[src/rtl/monolith_perm_ctrl.sv]
// ---------------------------------------------------------------------------
// monolith_perm_ctrl
//   Runs a full Monolith permutation by iterating one external round datapath
//   (bars -> bricks -> concrete) NUM_ROUNDS times. A state arrives over a
//   valid/ready handshake, each round is launched with a one-cycle pulse and
//   a round index, the round result is captured and fed back, and the final
//   state leaves over a second valid/ready handshake. A watchdog aborts the
//   permutation and raises a sticky error if the datapath stalls.
//
// State vectors are flattened: word i lives at bits [i*WORD_WIDTH +: WORD_WIDTH].
//
// Ports
//   clk, reset          clock, asynchronous active-low reset
//   in_valid/in_ready   input state handshake, in_state = permutation input
//   out_valid/out_ready result handshake, out_state = permutation output
//   rnd_start           one-cycle launch pulse to the round datapath
//   rnd_idx, rnd_last   current round index, high on the final round
//   rnd_state_out       state presented to the datapath
//   rnd_state_in        datapath result, qualified by rnd_valid
//   busy                high whenever the sequencer is not idle
//   err                 sticky watchdog error, cleared by the next accepted input
// ---------------------------------------------------------------------------
module monolith_perm_ctrl #(
    parameter int WORD_WIDTH = 31,
    parameter int STATE_SIZE = 16,
    parameter int NUM_ROUNDS = 6,
    parameter int TIMEOUT    = 64,
    localparam int STATE_BITS = WORD_WIDTH * STATE_SIZE,
    localparam int IDX_W      = (NUM_ROUNDS > 1) ? $clog2(NUM_ROUNDS) : 1
) (
    input  logic                  clk,
    input  logic                  reset,
    input  logic                  in_valid,
    output logic                  in_ready,
    input  logic [STATE_BITS-1:0] in_state,
    output logic                  out_valid,
    input  logic                  out_ready,
    output logic [STATE_BITS-1:0] out_state,
    output logic                  rnd_start,
    output logic [IDX_W-1:0]      rnd_idx,
    output logic                  rnd_last,
    output logic [STATE_BITS-1:0] rnd_state_out,
    input  logic [STATE_BITS-1:0] rnd_state_in,
    input  logic                  rnd_valid,
    output logic                  busy,
    output logic                  err
);

    // TIMEOUT >= 2 keeps this at least one bit wide; TIMEOUT-1 always fits.
    localparam int WD_W = $clog2(TIMEOUT);

    localparam logic [1:0] IDLE  = 2'd0;
    localparam logic [1:0] ISSUE = 2'd1;
    localparam logic [1:0] WAIT  = 2'd2;
    localparam logic [1:0] DONE  = 2'd3;

    localparam logic [IDX_W-1:0] LAST_RND = IDX_W'(NUM_ROUNDS - 1);
    localparam logic [WD_W-1:0]  WD_LIMIT = WD_W'(TIMEOUT - 1);

    logic [1:0]            fsm;
    logic [STATE_BITS-1:0] state;
    logic [IDX_W-1:0]      rnd_cnt;
    logic [WD_W-1:0]       wd_cnt;

    always_ff @(posedge clk or negedge reset) begin
        if (!reset) begin
            fsm     <= IDLE;
            state   <= '0;
            rnd_cnt <= '0;
            wd_cnt  <= '0;
            err     <= 1'b0;
        end else begin
            case (fsm)
                IDLE: begin
                    if (in_valid) begin
                        state   <= in_state;
                        rnd_cnt <= '0;
                        err     <= 1'b0;
                        fsm     <= ISSUE;
                    end
                end
                ISSUE: begin
                    // Any rnd_valid seen here belongs to no launched round.
                    wd_cnt <= '0;
                    fsm    <= WAIT;
                end
                WAIT: begin
                    if (rnd_valid) begin
                        state <= rnd_state_in;
                        if (rnd_cnt == LAST_RND) begin
                            fsm <= DONE;
                        end else begin
                            rnd_cnt <= rnd_cnt + 1'b1;
                            fsm     <= ISSUE;
                        end
                    end else if (wd_cnt == WD_LIMIT) begin
                        // Stalled datapath: drop the partial state, never
                        // present a result.
                        err <= 1'b1;
                        fsm <= IDLE;
                    end else begin
                        wd_cnt <= wd_cnt + 1'b1;
                    end
                end
                DONE: begin
                    if (out_ready) fsm <= IDLE;
                end
                default: fsm <= IDLE;
            endcase
        end
    end

    assign in_ready      = (fsm == IDLE);
    assign out_valid     = (fsm == DONE);
    assign rnd_start     = (fsm == ISSUE);
    assign busy          = (fsm != IDLE);
    assign rnd_idx       = rnd_cnt;
    assign rnd_last      = (rnd_cnt == LAST_RND);
    assign rnd_state_out = state;
    assign out_state     = state;

endmodule
[config.mk]
export PLATFORM = sky130hd
export DESIGN_NAME = monolith_perm_ctrl
export DESIGN_NICKNAME = d
export VERILOG_FILES = /design/src/rtl/monolith_perm_ctrl.sv
export SDC_FILE = /design/constraint.sdc
export NUM_CORES = 1
export LEC_CHECK = 0
export BUFFER_PORTS_ARGS = -buffer_cell sky130_fd_sc_hd__buf_2
export CAP_MARGIN = 15
export CORE_AREA = 2 2 785 787
export DETAILED_ROUTE_END_ITERATION = 8
export DIE_AREA = 0 0 787 789
export HOLD_SLACK_MARGIN = 0.06
export MAX_ROUTING_LAYER = met4
export PLACE_DENSITY = 0.3
export SYNTH_ARGS = -nofsm -noshare
export SYNTH_HDL_FRONTEND = slang
export SYNTH_SLANG_ARGS = --single-unit
[constraint.sdc]
create_clock -name clk -period 2.1 [get_ports clk]
set_input_delay 0.315 -clock clk [delete_from_list [all_inputs] [get_ports clk]]
set_output_delay 0.315 -clock clk [all_outputs]
set_load 0.01 [all_outputs]
* After elaboration in Yosys (flattened, before gate mapping)
Index checks and enable logic that the tools add are counted.
Word-level totals: input port bits 997, output and inout port bits 1001, register bits 508
Operators by class: reduce and logical (&&, ||, !) cells 9, equality and inequality tests 13, add/sub/neg operators 2, muxes and demuxes 20
Operators with widths (number):
- 2-to-1 mux 496 bit | 2
- one-hot mux 496 bit (2 select lines) | 1
- 2-to-1 mux 6 bit | 2
- inequality test 2 bit (second input constant) | 6
- one-hot mux 6 bit (2 select lines) | 1
- 2-to-1 mux 2 bit | 5
- 2-to-1 mux 3 bit | 3
- AND reduction 3 bit | 3
- one-hot mux 2 bit (4 select lines) | 1
- AND reduction 4 bit | 2
- adder 6 x 1 -> 6 bit (second input constant) | 1
- == test 6 bit (second input constant) | 1
- one-hot mux 3 bit (2 select lines) | 1
- nonzero test 2 bit | 3
- == test 2 bit (second input constant) | 2
- adder 3 x 1 -> 3 bit (second input constant) | 1
- == test 3 bit (second input constant) | 1
- 2-to-1 mux 1 bit | 3
- inequality test 3 bit (second input constant) | 1
- == test 2 x 1 -> 1 bit (second input constant) | 1
- logical NOT 2 bit | 1
- inequality test 2 x 1 -> 1 bit (second input constant) | 1
- one-hot mux 1 bit (2 select lines) | 1

* Logic depth before layout (Yosys ltp)
word-level depth 4, gate-level depth with buffers 9, mapped depth without buffers 6

* Least setup slack after synthesis
OpenSTA, ideal clock, no wires.
path type register -> register, start point register fsm[1], end point register state[361], in the netlist out_state[361], arrival 1.393 ns, setup time 0.135 ns, stages on the path, launching flop included 7, clock period less this slack 1.528 ns, required time 1.965 ns, path buffers 3, slack 0.572 ns, cells stage by stage dfrtp_1 mux2_1 nand2_1 buf_6 buf_4 clkbuf_1 o21ai_0
Between the ends: longest elaborated chain between the ends 3, elaborated cells on any way between the ends 7, those cells by class 3 x eq/ne; 1 x mux; 3 x reduce/logical
RTL lines:
- from (decl) | RTL line 60 | logic [1:0] fsm;
- from (signal assigned) | RTL line 67 | fsm <= IDLE;
- from (signal assigned) | RTL line 79 | fsm <= ISSUE;
- from (signal assigned) | RTL line 85 | fsm <= WAIT;
- == test 2 bit or logical NOT 2 bit (tied branches) | RTL line 73 | case (fsm)
- inequality test 2 bit (no source line) or nonzero test 2 bit (tied branches)
- AND reduction 3 bit (no source line)
- to (signal assigned) | RTL line 76 | state <= in_state;
- to (signal assigned) | RTL line 89 | state <= rnd_state_in;
- to (decl) | RTL line 61 | logic [STATE_BITS-1:0] state;
Parallel ways exist; a longest one is shown, timed or not. A chain may end at the register's enable or synchronous reset.

* Final worst setup path
start point register fsm[0], end point register state[97], in the netlist out_state[97]
Same word-level chain as after synthesis.

==> out/results.tsv <==
metric	value	unit
grt_usage	13.8	%
register_area	12700	um2
p_clk_share	16.8	%
fin_tns_setup	-0.00891	ns
hold_viol	0	
drive_above_1_share	43.5	%
grt_pass1_vias	33200	
cts_sinks	508	
setup_viol	2	
power_switching	49.9	mW
ys_warn_count	0	
swShare	56.2	%
violations	negative setup slack	
synth_top_cells_by_count	buf_4 (532), dfrtp_1 (508), nand2_1 (508)	
yosysTopAreaCellShare	46.4	%
crit_type	reg2reg	
synth-xor-area-share	0	%
yosysTopAreaCell	dfrtp_1	
fin_crit	2.11	ns
clkTransAtPathRegs	0.07	ns
row_count	288	
cp-start-kind	flop	
status	complete, but fails checks	
drtIter0Drc	2598	
final.setup_skew	0.0439	ns
hold-worst-slack	0.298	ns
port-buffer-count	1997	
drtPass1Iterations	5	
clk_latency	0.82	ns
async_reset_ff_share	100	%
cts.htree.levels	3	
drt-met1-wl	175000	um
cellPowerDensity	1530	nW/um2
synth_cell_types	36	
hp-class	in2async	
synth_area_leaders	dfrtp_1 (46%), mux2i_1 (18%), buf_4 (15%), nand2_1 (7.0%), o21ai_0 (6.5%)	
path_max_fanout	15	
power.internal	39.0	mW
cp.required	2.77	ns
synthAdderAreaFrac	0.137	%
area_delta_synth_final	112	%
root_buffer	clkbuf_16	
wl_met2	182000	um
grt_max_degree	68	
p_seq_share	24.2	%
syn_nets	3728	
p_leak	25.0	nW
critical_path.endpoint_type	flop	
met3_length	62900	um
drc	0	
total_power	88.9	mW
worst_pin_slew	0.894	ns
synth_area	27400	um2
max_cap_viol_count	0	
globalplace.congestion	1.36	
synth_edf_count	0	
antenna_found_initial	373	
fillCellCount	71400	
cts_tree	yes	
max_freq	474	MHz
synth.area.mux_share	18.1	%
grt_first_pass_wirelength	513000	um
dpl.hpwl	396000	um
ios	1998	
yosysMostFrequentCell	buf_4	
core	613000	um2
dieArea	621000	um2
maxSlewHeadroom	40.2	%
ys.flop_type	dfrtp_1	
via_per_inst	2.45	
multi_input_area	9780	um2
cts_buffer_depth	4	
start_util	4.47	%
synth_top_family_by_area	buffers and inverters	
routed.top_layer	met4	
combPwrFrac	59.0	%
drv_slew	0	
ir_drop	0.000790	V
wl	434000	um
critPathArrivalTime	2.78	ns
synthSimpleGateAreaFrac	7.42	%
rsz0062_at_grt	true	
die_w	787	um
grt_overflow	0	
layout.nets	6312	
die_h	789	um
postRouteAntennaNets	0	
syn_avg_cell_area	10.1	um2
ys_seq_elements	508	
yosysSeqAreaShare	46.4	%
syn_inst	2728	
routedWlPerCell	31.7	um
cts_made_buffers	85	
period_share	100	%
synth_compound_area_share	9.56	%
vias	33600	
setup_ws	-0.00816	ns
-- kinds of logic after synthesis --
logic type | Yosys count
DFF | 508
muxes | 497
and+or+nand+nor | 531
adders and majority gates | 3
AOI/OAI and AO/OA | 518
buffers and inverters | 671
-- placed cells by master, fill, tap and decap left out, types with 6 or more instances in the layout --
master         instances
o21ai_0              353
buf_4                149
dfrtp_2               21
clkinv_2              10
mux2i_1              483
nand2_1              506
dfrtp_1              487
buf_6                 18
clkbuf_16             86
mux2i_2               11
clkbuf_8              17
buf_12                45
diode_2              214
buf_2               1946
nand3_1                6
o21ai_1              149
dlygate4sd3_1        997
clkbuf_1              20
-- per-layer routing --
metal  vias to the layer above  global-route usage (%)
met5                         -                       -
met4                         0                    3.69
met3                       624                    8.60
met2                      2463                    19.9
met1                     16300                    15.9
li1                      14300                       -
-- worst paths after layout --
| check | cells after the start | to | startpoint | slack, ns |
|---|---|---|---|---|
| setup / recovery | 8 | out_state[97]$_DFFE_PN0P_ | fsm[0]$_DFFE_PN0P_ | -0.008 |
| hold / removal | 3 | out_state[396]$_DFFE_PN0P_ | reset | 0.30 |
| setup reg to reg | 8 | out_state[97]$_DFFE_PN0P_ | fsm[0]$_DFFE_PN0P_ | -0.008 |
| hold reg to reg | 2 | out_state[138]$_DFFE_PN0P_ | out_state[138]$_DFFE_PN0P_ | 0.50 |
| max in group asynchronous | 5 | out_state[155]$_DFFE_PN0P_ | reset | 1.18 |
| min in group clk | 4 | out_state[27]$_DFFE_PN0P_ | rnd_state_in[27] | 0.31 |
-- power by group through the flow --
stage / combinational (mW) / clock [mW] / sequential, mW
after detailed placement: 50.7 / 0 / 21.6
after floorplan: 21.2 / 0 / 20.2
after CTS: 53.5 / 15.7 / 21.6
after global placement: 50.8 / 0 / 21.5
final: 52.4 / 15.0 / 21.5
after global routing: 56.1 / 15.9 / 22.0
-- worst max-delay path: stages, from the launching register on --
cell,delay (ns)
dfrtp_1,0.38
buf_4,0.13
buf_4,0.13
nor2b_4,0.20
buf_12,0.23
buf_6,0.22
mux2i_2,0.32
buf_4,0.16
o21ai_1,0.05
-- sequential cells by signal, summed over array words and instances, names as in the netlist --
register and count:
wd_cnt 6, err 1, fsm 2, out_state 496
rnd_idx 3
-- repair_timing --
item | in CTS | in global routing
pin swaps | 2 | 2
buffers inserted | 12 | 4
gates cloned | 0 | 1
setup endpoints to repair | 73 | 10
hold buffers | 997 | 1
hold endpoints to repair | 937 | 1
gates resized for setup | 85 | 35
-- final cells by class --
type	instances	area share, %
Timing Repair Buffer	3163	38.0
Sequential cell	508	21.9
Tap cell	8120	17.5
Multi-Input combinational cell	1549	16.8
Clock buffer	122	4.19
Antenna cell	214	0.922
Clock inverter	27	0.571
Inverter	5	0.0388
-- per-stage QoR --
step / instance area, um2 / instances / utilization, % / setup WS (ns)
6_report: 58100 / 13700 / 9.48 / -0.00816
4_1_cts: 57400 / 13500 / 9.36 / -0.148
2_1_floorplan: 27400 / 2728 / - / 0.572
3_5_place_dp: 44300 / 12300 / 7.23 / 0.0803
5_1_grt: 58000 / 13700 / 9.47 / -0.155
3_3_place_gp: 44300 / 12300 / 7.23 / 0.0827
Note: power is estimated with default switching activity, not from simulation.
